### src/rtl/lfsr_pkg.sv
// Shared types for the parametrised LFSR generator.
package lfsr_pkg;

  // Feedback structure selected by the runtime mode input.
  typedef enum logic {
    LFSR_FIB = 1'b0,
    LFSR_GAL = 1'b1
  } lfsr_mode_e;

  // Control FSM of lfsr_gen.
  typedef enum logic [1:0] {
    RUN     = 2'd0,
    LOAD    = 2'd1,
    RECOVER = 2'd2
  } lfsr_fsm_e;

endpackage

### src/rtl/lfsr_step.sv
// Combinational multi-step LFSR advance: applies NBITS single steps to the
// current state and collects the bit shifted out of bit 0 at each step.
module lfsr_step
  import lfsr_pkg::*;
#(
  parameter int WIDTH = 5,
  parameter int NBITS = 1
) (
  input  logic [WIDTH-1:0] state,
  input  logic [WIDTH-1:0] taps,
  input  logic             mode,
  output logic [WIDTH-1:0] next_state,
  output logic [NBITS-1:0] bits
);

  // Unrolled chain of single steps; bit i is the LSB before step i.
  always_comb begin
    logic [WIDTH-1:0] cur;
    cur  = state;
    bits = '0;
    for (int i = 0; i < NBITS; i++) begin
      bits[i] = cur[0];
      if (mode == LFSR_GAL) begin
        cur = {1'b0, cur[WIDTH-1:1]} ^ ({WIDTH{cur[0]}} & taps);
      end else begin
        cur = {^(cur & taps), cur[WIDTH-1:1]};
      end
    end
    next_state = cur;
  end

endmodule

### src/rtl/lfsr_gen.sv
// Parametrised Fibonacci/Galois LFSR with valid/ready output, seed reload,
// all-zero lockup recovery, transfer counter and period-wrap pulse.
module lfsr_gen
  import lfsr_pkg::*;
#(
  parameter int               WIDTH      = 5,
  parameter int               NBITS      = 1,
  parameter logic [WIDTH-1:0] RESET_SEED = {{(WIDTH-1){1'b0}}, 1'b1},
  parameter int               CNT_W      = 16
) (
  input  logic             clk,
  input  logic             rst,
  input  logic             reinit,
  input  logic [WIDTH-1:0] seed,
  input  logic [WIDTH-1:0] taps,
  input  logic             mode,
  input  logic             out_ready,
  output logic             out_valid,
  output logic [NBITS-1:0] out_bits,
  output logic [WIDTH-1:0] out_state,
  output logic             lockup,
  output logic [CNT_W-1:0] step_count,
  output logic             period_wrap
);

  localparam logic [CNT_W-1:0] CNT_ONE = {{(CNT_W-1){1'b0}}, 1'b1};

  lfsr_fsm_e        fsm;
  logic [WIDTH-1:0] state;
  logic [WIDTH-1:0] loaded_seed;
  logic [WIDTH-1:0] next_state;

  // Output bits come straight from the registered state, so taps/mode
  // changes are visible on the very next step.
  lfsr_step #(
    .WIDTH (WIDTH),
    .NBITS (NBITS)
  ) u_step (
    .state      (state),
    .taps       (taps),
    .mode       (mode),
    .next_state (next_state),
    .bits       (out_bits)
  );

  assign out_state = state;

  // Control FSM plus all state registers; out_valid tracks "next FSM is RUN".
  always_ff @(posedge clk or posedge rst) begin
    if (rst) begin
      fsm         <= RUN;
      state       <= RESET_SEED;
      loaded_seed <= RESET_SEED;
      step_count  <= '0;
      lockup      <= 1'b0;
      period_wrap <= 1'b0;
      out_valid   <= 1'b1;
    end else begin
      period_wrap <= 1'b0;
      case (fsm)
        RUN: begin
          if (reinit) begin
            // A reload request wins over any transfer in the same cycle.
            fsm       <= LOAD;
            out_valid <= 1'b0;
          end else if (state == '0) begin
            // All-zero state never leaves by itself; force a recovery.
            fsm       <= RECOVER;
            out_valid <= 1'b0;
          end else if (out_valid && out_ready) begin
            state       <= next_state;
            step_count  <= step_count + CNT_ONE;
            period_wrap <= (next_state == loaded_seed);
          end else begin
            state <= state;
          end
        end
        LOAD: begin
          state       <= seed;
          loaded_seed <= seed;
          step_count  <= '0;
          lockup      <= 1'b0;
          if (reinit) begin
            fsm       <= LOAD;
            out_valid <= 1'b0;
          end else begin
            fsm       <= RUN;
            out_valid <= 1'b1;
          end
        end
        RECOVER: begin
          state       <= RESET_SEED;
          loaded_seed <= RESET_SEED;
          lockup      <= 1'b1;
          if (reinit) begin
            fsm       <= LOAD;
            out_valid <= 1'b0;
          end else begin
            fsm       <= RUN;
            out_valid <= 1'b1;
          end
        end
        default: begin
          fsm         <= RUN;
          state       <= RESET_SEED;
          loaded_seed <= RESET_SEED;
          out_valid   <= 1'b1;
        end
      endcase
    end
  end

endmodule
### config.mk
export PLATFORM = sky130hd
export DESIGN_NAME = lfsr_gen
export DESIGN_NICKNAME = d
export VERILOG_FILES = /design/src/rtl/lfsr_pkg.sv /design/src/rtl/lfsr_step.sv /design/src/rtl/lfsr_gen.sv
export SDC_FILE = /design/constraint.sdc
export NUM_CORES = 1
export LEC_CHECK = 0
export CORE_UTILIZATION = 25
export CTS_BUF_LIST = sky130_fd_sc_hd__clkbuf_4
export CTS_CLUSTER_DIAMETER = 120
export CTS_CLUSTER_SIZE = 40
export DETAILED_ROUTE_END_ITERATION = 10
export SLEW_MARGIN = 20
export SYNTH_ARGS = -nofsm -noshare
export SYNTH_HDL_FRONTEND = slang
export SYNTH_SLANG_ARGS = --single-unit
### constraint.sdc
create_clock -name clk -period 2.7 [get_ports clk]
set_clock_uncertainty 0.05 [all_clocks]
set_input_delay 0.54 -clock clk [delete_from_list [all_inputs] [get_ports clk]]
set_output_delay 0.54 -clock clk [all_outputs]
set_load 0.01 [all_outputs]
==> flow_results.org, run 1 <==
** Drt
- Initial DRC Count :: 44
- Wires add up to 3.943 mm.
- Routed wire length per instance :: 11.88 um
- In this run the remaining antenna-violating nets after routing total 0.
- Drc violations :: 0
- Detailed-route via count :: roughly 1,500
- Using the TritonRoute via totals, the vias-per-cell ratio works out to 4.367.
- Number of detailed-routing iterations run before antenna repair :: 4

** Setup path
- Number of buffer and inverter stages on the critical path :: 1
- In this design, the stage delay of the slowest critical-path cell is 0.50 ns.
- STA puts the critical path data arrival time at 2.50 ns.
- The worst setup path is captured at a register.
- Critical path data required time :: 2.88 ns
- On the critical path, the stage with the largest delay is an instance of sky130_fd_sc_hd__clkdlybuf4s50_1.
- STA classifies the critical path startpoint as an input pin.
- By startpoint and endpoint, the worst setup path is classified as in -> reg.
- In this run the worst path has a maximum fanout of 3.
- Largest delay share family, worst path :: buffers and inverters
- Traced cell by cell, the critical path runs through clkdlybuf4s50_1 > nand2_2 > xnor2_2 > xnor2_1 > mux2_4 > or3_1 > a2111oi_2.

** Logic synthesis
- Dividing the synthesized area by the synthesized cell count gives a little over 9 um^2.
- The synthesized design contains 31 register bits.
- Counting every net in the synthesized netlist gives 212.
- Compound-gate portion of the synthesized area :: 12.00%
- Post-synthesis mux area share :: 2.714%
- Synth Warn # :: 0
- Post-synthesis sequential area ratio :: between 40% and 50%
- After Yosys synthesis, XOR and XNOR cells account for 11.86% of the synthesized area.
- After synthesis, the largest family of logic cells by area is simple AND/OR/NAND/NOR gates.
- Post-Synth Adder-Cell Area :: 3.571%
- Synthesized-area fraction occupied by and/or/nand/nor cells :: 21.64%
- After synthesis, the netlist uses 37 different library cells.
- Cell area after technology mapping :: roughly 0.0018 mm^2
- Number of standard cells after synthesis :: 192

** Job
- Across the run, the number of max-cap violations was 0.

** Outcome
- Result of the run :: completed

** Timing
- Total count of hold-check failures in the final report :: 0
- Post-layout minimum cycle time :: 2.319 ns
- Worst path setup slack after routing :: 0.3812 ns
- Derived from the worst setup path, the maximum achievable clock frequency is 0.4313 GHz.
- The number of max-slew violations in the final report came to 0.
- Setup violations remaining at the end of the flow were counted as 0.
- Relative slew slack :: 71.43%
- Final sum of negative setup slack :: 0 ns
- RSZ-0062 raised after global routing :: no
- Minimum hold slack :: 0.4651 ns
- Slew at the pin closest to its max-slew limit :: 0.4276 ns
- The worst path uses 85.88% of the clock period.

** Place
- Routability-driven placement finished with a final weighted congestion of 0.7937.
- During placement, the flow inserted port buffers numbering 39.
- DP Worst Slack :: 0.02367 ns
- HPWL after detailed placement :: 2.907 mm

** Global route
- Wire length of the first global-routing pass :: 6.768 mm
- Largest net degree at the start of global routing :: 32
- Combined global-route utilization of all metal layers :: 11.87%
- Global routing finished with a remaining overflow of 0.
- The via count of the first global-routing pass is 1,404.
- Number of antenna violations at the first check in global routing :: 0

** Clock tree
- CTS tree :: built
- The clock net in this run drives a total of 31 sinks.
- Setup Buffers After CTS :: 0
- Clock-pin slew was measured on the worst setup and hold paths at 0.10 ns.
- The tree is rooted in a sky130_fd_sc_hd__clkbuf_4.
- After clock tree synthesis, the repair step resized 0 gates.
- Clock insertion delay at the later pin of the skew report :: 0.33 ns
- Number of hold buffers added after cts :: 0
- The clock passes through at most 2 buffers.
- In this run the number of H-tree levels came out at 2.
- CTS buffer count :: 5

** Power
- In this run the power density over the cells is 824.7 mW/mm^2.
- In this run the static leakage power is a little over 0.9 nW.
- Peak supply drop :: 0.0003544 V

** Die
- Total number of placement rows :: 30
- In this run the count of I/O pins placed on the die edge is 40.
- Width of the die :: 85.71 um
- For this configuration, the core starts out at a cell density of approximately 26%.
- The floorplan step defined a die boundary enclosing 0.007345 mm^2.
- Area of the core region :: 0.006794 mm^2
- The die is 85.71 um tall.

** Finish
- The repair_antennas step left the layout with diodes totalling 0.
- For this run, the share of the core covered by cells in the final layout is 34.05%.
- Cells with a size suffix above 1 make up roughly a tenth of the layout.
- Total Nets Final :: ~260
- Compared with the post-synthesis result, the final layout area differs by 32.07%.

** Min path
- HP Class :: reg -> reg
## layout by cell type, fill, tap and decap left out, types with 3 or more instances in the layout
master	synthesis	final
sky130_fd_sc_hd__o21ai_0	14	14
sky130_fd_sc_hd__buf_4	2	5
sky130_fd_sc_hd__a31oi_1	3	3
sky130_fd_sc_hd__nor2_1	23	23
sky130_fd_sc_hd__nand3_1	12	12
sky130_fd_sc_hd__clkbuf_4	0	6
sky130_fd_sc_hd__inv_1	7	7
sky130_fd_sc_hd__xor2_1	5	5
sky130_fd_sc_hd__ha_1	5	5
sky130_fd_sc_hd__a21oi_1	8	8
sky130_fd_sc_hd__dfrtp_1	28	28
sky130_fd_sc_hd__nor3_1	7	7
sky130_fd_sc_hd__xnor2_1	15	15
sky130_fd_sc_hd__dfstp_2	3	3
sky130_fd_sc_hd__nand2_1	24	24
sky130_fd_sc_hd__or3_1	5	5
sky130_fd_sc_hd__clkdlybuf4s50_1	0	39
## worst paths after layout
path / startpoint / end / slack (ns) / cells after the start
min in group asynchronous: rst / out_state[1] / 0.54 / 3
min reg2reg: loaded_seed[3] / loaded_seed[3] / 0.47 / 2
max in group asynchronous: rst / out_state[0] / 1.74 / 3
max reg2reg: out_state[4] / step_count[10] / 0.52 / 6
min: loaded_seed[3] / loaded_seed[3] / 0.47 / 2
max: taps[4] / period_wrap / 0.38 / 7
## state kept, by name (all words and copies together), names as in the netlist
name         count
out_state        5
lockup           1
fsm              2
loaded_seed      5
out_valid        1
step_count      16
period_wrap      1
## through the flow
stage / total power, mW / area, um^2 / instances
after floorplan: 1.319 / 1752 / 192
after global placement: 1.645 / 2261 / 324
after detailed placement: 1.651 / 2261 / 324
after CTS: 1.937 / 2313 / 332
after global routing: 2.058 / 2313 / 332
final: 1.908 / 2313 / 332
## kinds of logic after synthesis
family,count (synthesis)
compound gates,33
xor+xnor,22
fa+ha+maj,5
buf+inv,15
flops,31
mux,4
simple gates,82
## worst min-delay path, stage by stage (launching register included)
cell	delay [ns]
sky130_fd_sc_hd__dfrtp_1	0.38
sky130_fd_sc_hd__nand2_1	0.05
sky130_fd_sc_hd__o21ai_0	0.06
## synthesized netlist by cell type
master                      count  area, um^2
sky130_fd_sc_hd__a2111oi_2      1       15.01
sky130_fd_sc_hd__xnor2_2        2       32.53
sky130_fd_sc_hd__a2bb2oi_1      1       8.760
sky130_fd_sc_hd__nand3_1       12       60.06
sky130_fd_sc_hd__mux2i_1        1       10.01
sky130_fd_sc_hd__dfrtp_1       28       700.7
sky130_fd_sc_hd__nand2_1       24       90.09
sky130_fd_sc_hd__and3_1         2       12.51
sky130_fd_sc_hd__and2_1         1       6.260
sky130_fd_sc_hd__ha_1           5       62.56
sky130_fd_sc_hd__nor2_1        23       86.33
sky130_fd_sc_hd__xnor2_1       15       131.4
sky130_fd_sc_hd__buf_2          1       5.000
sky130_fd_sc_hd__dfstp_2        3       78.83
sky130_fd_sc_hd__nor2b_1        1       6.260
sky130_fd_sc_hd__and3b_1        2       17.52
sky130_fd_sc_hd__buf_4          2       15.01
sky130_fd_sc_hd__mux2_2         2       22.52
sky130_fd_sc_hd__a2bb2o_1       1       10.01
sky130_fd_sc_hd__nor3b_1        1       7.510
sky130_fd_sc_hd__or3_1          5       31.28
sky130_fd_sc_hd__inv_1          7       26.28
sky130_fd_sc_hd__clkbuf_1       5       18.77
sky130_fd_sc_hd__a31oi_1        3       18.77
sky130_fd_sc_hd__a21oi_1        8       40.04
sky130_fd_sc_hd__nor3_1         7       35.03
sky130_fd_sc_hd__nand2_2        2       12.51
sky130_fd_sc_hd__nand2b_1       1       6.260
sky130_fd_sc_hd__o31ai_1        1       7.510
sky130_fd_sc_hd__mux2_4         1       15.01
sky130_fd_sc_hd__o22ai_1        1       6.260
sky130_fd_sc_hd__xor2_1         5       43.79
sky130_fd_sc_hd__or4_1          1       7.510
sky130_fd_sc_hd__o2111ai_2      1       15.01
sky130_fd_sc_hd__o211a_1        1       10.01
sky130_fd_sc_hd__o21ai_0       14       70.07
sky130_fd_sc_hd__o21ai_2        1       8.760
## per-layer routing
metal / share of wire, % / vias to the layer above / global-route usage [%]
met3: 4.9 / 5 / 3.176
met1: 51 / 673 / 16.02
li1: - / 735 / -
met5: 0 / - / 0
met4: 0.86 / 0 / 3.182
met2: 43 / 37 / 18.84
## power by group
part | internal, mW | switching [mW] | total (mW)
sequential | 0.582 | 0.132 | 0.714
clock | 0.107 | 0.169 | 0.275
combinational | 0.447 | 0.472 | 0.919
total | 1.14 | 0.773 | 1.91
## area by class of cell
type / instances / area [um^2]
clock buffer: 6 / 45.04
clock inverter: 2 / 7.507
fill: 721 / 4481
inverter: 7 / 26.28
multi-input combinational: 146 / 907.1
sequential: 31 / 779.5
tap: 96 / 120.1
timing repair buffer: 44 / 427.9
Note: power is estimated with default switching activity, not from simulation.
==> run 2, diff against run 1 <==
CTS_CLUSTER_SIZE = 12   (was 40)
SKIP_LAST_GASP = 1   (was unset)
==> results of run 2 <==
Final layout, timing and power as in run 1 (identical DEF).
==> run 3, diff against run 2 <==
==> constraint.sdc (replaced) <==
create_clock -name clk -period 2.7 [get_ports clk]
set_clock_uncertainty 0.05 [all_clocks]
set_input_delay 0.27 -clock clk [delete_from_list [all_inputs] [get_ports clk]]
set_output_delay 0.27 -clock clk [all_outputs]
set_load 0.01 [all_outputs]
==> run 3 against run 2 <==
- via count shrank 0.21%
- clock power grew 32%
- core utilization grew 0.24 points
- critical path depth shrank 1
- worst setup slack gained 0.15 ns
==> flow_results.org, run 3 (synthesis gave the netlist of run 1 again) <==
** Die
- In this run the vertical extent of the chip is 85.71 um.
- In this run the core area contains 30 standard-cell rows.
- Pin placement for this block handled 40 I/O pins.
- The core region is 0.006794 mm^2.
- The floorplan step defined a die boundary enclosing 0.007345 mm^2.
- The initial utilization of the core area, before any placement, comes to 25.78%.
- The die is 85.71 um wide.

** Timing
- Worst path setup slack after routing :: between 0.5 and 0.6 ns
- Setup total negative slack on the finished layout was measured at 0 ns.
- The hold violation count in the final report is 0.
- Minimum hold slack :: between 0.2 and 0.3 ns
- Setup repair after global routing left no endpoint under its margin.
- Setup violations remaining at the end of the flow were counted as 0.
- Slew at the pin closest to its max-slew limit :: slightly below 0.5 ns
- Relative slew slack :: 66.97%
- The number of max-slew violations in the final report was 0.
- The worst path needs 2.173 ns of the cycle, external delays included.
- Static timing analysis puts the maximum clock frequency at 0.4601 GHz.
- The worst path uses between 80 and 90% of the clock period.

** Clock tree
- Counting along the longest clock path gives a buffer depth of 2.
- Setup Buffers After CTS :: 0
- Counting every sink on the clock net gives 31.
- CTS built an H-tree with a depth of 2.
- Buffers inserted to repair hold after CTS numbered 0.
- Clock-pin slew reported for the worst setup and hold paths after clock tree synthesis :: 0.10 ns
- The number of gates resized after CTS was 0.
- Buffers inserted during clock tree synthesis total 5.
- The later pin in the worst-skew pair is clocked with a latency of 0.33 ns.
- Root Driver :: sky130_fd_sc_hd__clkbuf_4
- TritonCTS built the clock tree.

** Setup path
- Data arrives at the worst endpoint at approximately 2.3 ns.
- The worst setup path is of the reg -> reg kind.
- Critical path cell sequence :: or4_1 > o211a_1 > o2111ai_2 > nor3_1 > xnor2_1 > nor2_1
- The slowest stage of the critical path is the sky130_fd_sc_hd__or4_1 cell.
- Along the worst path, the maximum fanout reaches 7.
- Number of buffer and inverter stages on the critical path :: 0
- For this run, the slowest stage of the critical path takes 0.59 ns.
- The worst setup path is captured at a register.
- The worst setup path is launched from a register.
- At the worst endpoint, the required time is 2.85 ns.
- Largest delay share family, worst path :: simple AND/OR/NAND/NOR gates

** Drt
- Dividing the detail-routed wire length by the instance count gives 11.86 um.
- Total Routed Length :: 3.926 mm
- The routed layout has 1,447 vias.
- After detailed routing, the number of remaining DRC violations is 0.
- Using the TritonRoute via totals, the vias-per-cell ratio works out to 4.372.
- Antenna-violating nets left :: 0
- Number of detailed-routing iterations run before antenna repair :: 4
- After the first detailed-routing iteration, the DRC count stood at 96.

** Power
- Peak supply drop :: 0.0004021 V
- Total power density per cell area :: 852.5 mW/mm^2
- Static Leak :: 0.9391 nW

** Finish
- Antenna cell count :: 0
- Cell area after layout :: 0.002330 mm^2
- Flip-flop count of the largest register, all copies and words added :: 16
- Fraction of final layout cells with drive strength greater than 1 :: approximately a tenth
- Counting flops per register, the top entry is step_count.
- Area growth from synthesis to layout :: 33.00%
- Commonest non-fill, non-tap cells in the layout :: 39 x sky130_fd_sc_hd__clkdlybuf4s50_1, 28 x sky130_fd_sc_hd__dfrtp_1, 24 x sky130_fd_sc_hd__nand2_1, 23 x sky130_fd_sc_hd__nor2_1, 15 x sky130_fd_sc_hd__xnor2_1
- The library cell used most frequently in the layout, excluding fill and tap cells, is sky130_fd_sc_hd__clkdlybuf4s50_1.
- Total Nets Final :: 254

** Global route
- Via count of the first global-routing pass :: 1,397
- Entering global routing, the biggest net connects 32 pins.
- The number of antenna violations at the first check in global routing was 0.
- In the global route stage, overall resource usage came out at 11.68%.
- The total overflow left after global routing is 0.
- Wire length of the first global-routing pass :: 6.741 mm

** Outcome
- The run finished with clean final reports.

** Place
- Placer congestion estimate :: approximately 0.79
- The HPWL after detailed placement is 2.892 mm.
- After detailed placement, the total cell area comes to 0.002253 mm^2.
- Timing analysis after detailed placement gives a worst setup slack of 0.3146 ns.
- Total of buffers placed on input and output ports :: 39

** Min path
- HP Class :: in -> async

** Job
- The tool flagged a number of max-cap violations equal to 0.
[run 3: changes by cell type in the layout (fill, tap and decap cells not counted), sizes merged]
cell,previous run,this run
clkbuf,6,5
buf,5,4
bufinv,0,1
[run 3: worst paths after layout]
check / from / end / slack (ns) / depth (start not counted)
worst min-delay path: rst / step_count[11] / 0.27 / 3
min in group clk: seed[1] / loaded_seed[1] / 0.46 / 3
worst max register to register: out_state[4] / step_count[14] / 0.53 / 6
worst max-delay path: out_state[4] / step_count[14] / 0.53 / 6
worst min register to register: loaded_seed[3] / loaded_seed[3] / 0.47 / 2
max in group asynchronous: rst / loaded_seed[0] / 1.99 / 3
[run 3: stage by stage]
step,power [mW],utilization (%),std cells
final,1.986,34.29,331
after global placement,1.632,33.17,323
after detailed placement,1.644,33.17,323
after global routing,2.143,34.29,331
after floorplan,1.319,-,192
after CTS,2.012,34.29,331
[run 3: metal layers]
layer,track usage (%),wire (um)
met5,0,0
met4,3.636,31
met3,3.176,201
met2,17.96,1720
met1,16.00,1972
[run 3: area by class of cell]
class | count | area, um^2
Timing Repair Buffer | 43 | 420.4
Clock buffer | 5 | 37.54
Sequential cell | 31 | 779.5
Fill cell | 711 | 4464
Inverter | 7 | 26.28
Clock inverter | 3 | 38.79
Multi-Input combinational cell | 146 | 907.1
Tap cell | 96 | 120.1
[run 3: worst register-to-register path, stage by stage (launching register included)]
cell	delay [ns]
sky130_fd_sc_hd__dfrtp_1	0.46
sky130_fd_sc_hd__or4_1	0.59
sky130_fd_sc_hd__o211a_1	0.29
sky130_fd_sc_hd__o2111ai_2	0.34
sky130_fd_sc_hd__nor3_1	0.11
sky130_fd_sc_hd__xnor2_1	0.15
sky130_fd_sc_hd__nor2_1	0.05
[run 3: power breakdown]
group	internal, mW	switching, mW	total, mW
Combinational	0.436	0.474	0.911
Clock	0.190	0.171	0.362
Sequential	0.581	0.132	0.714
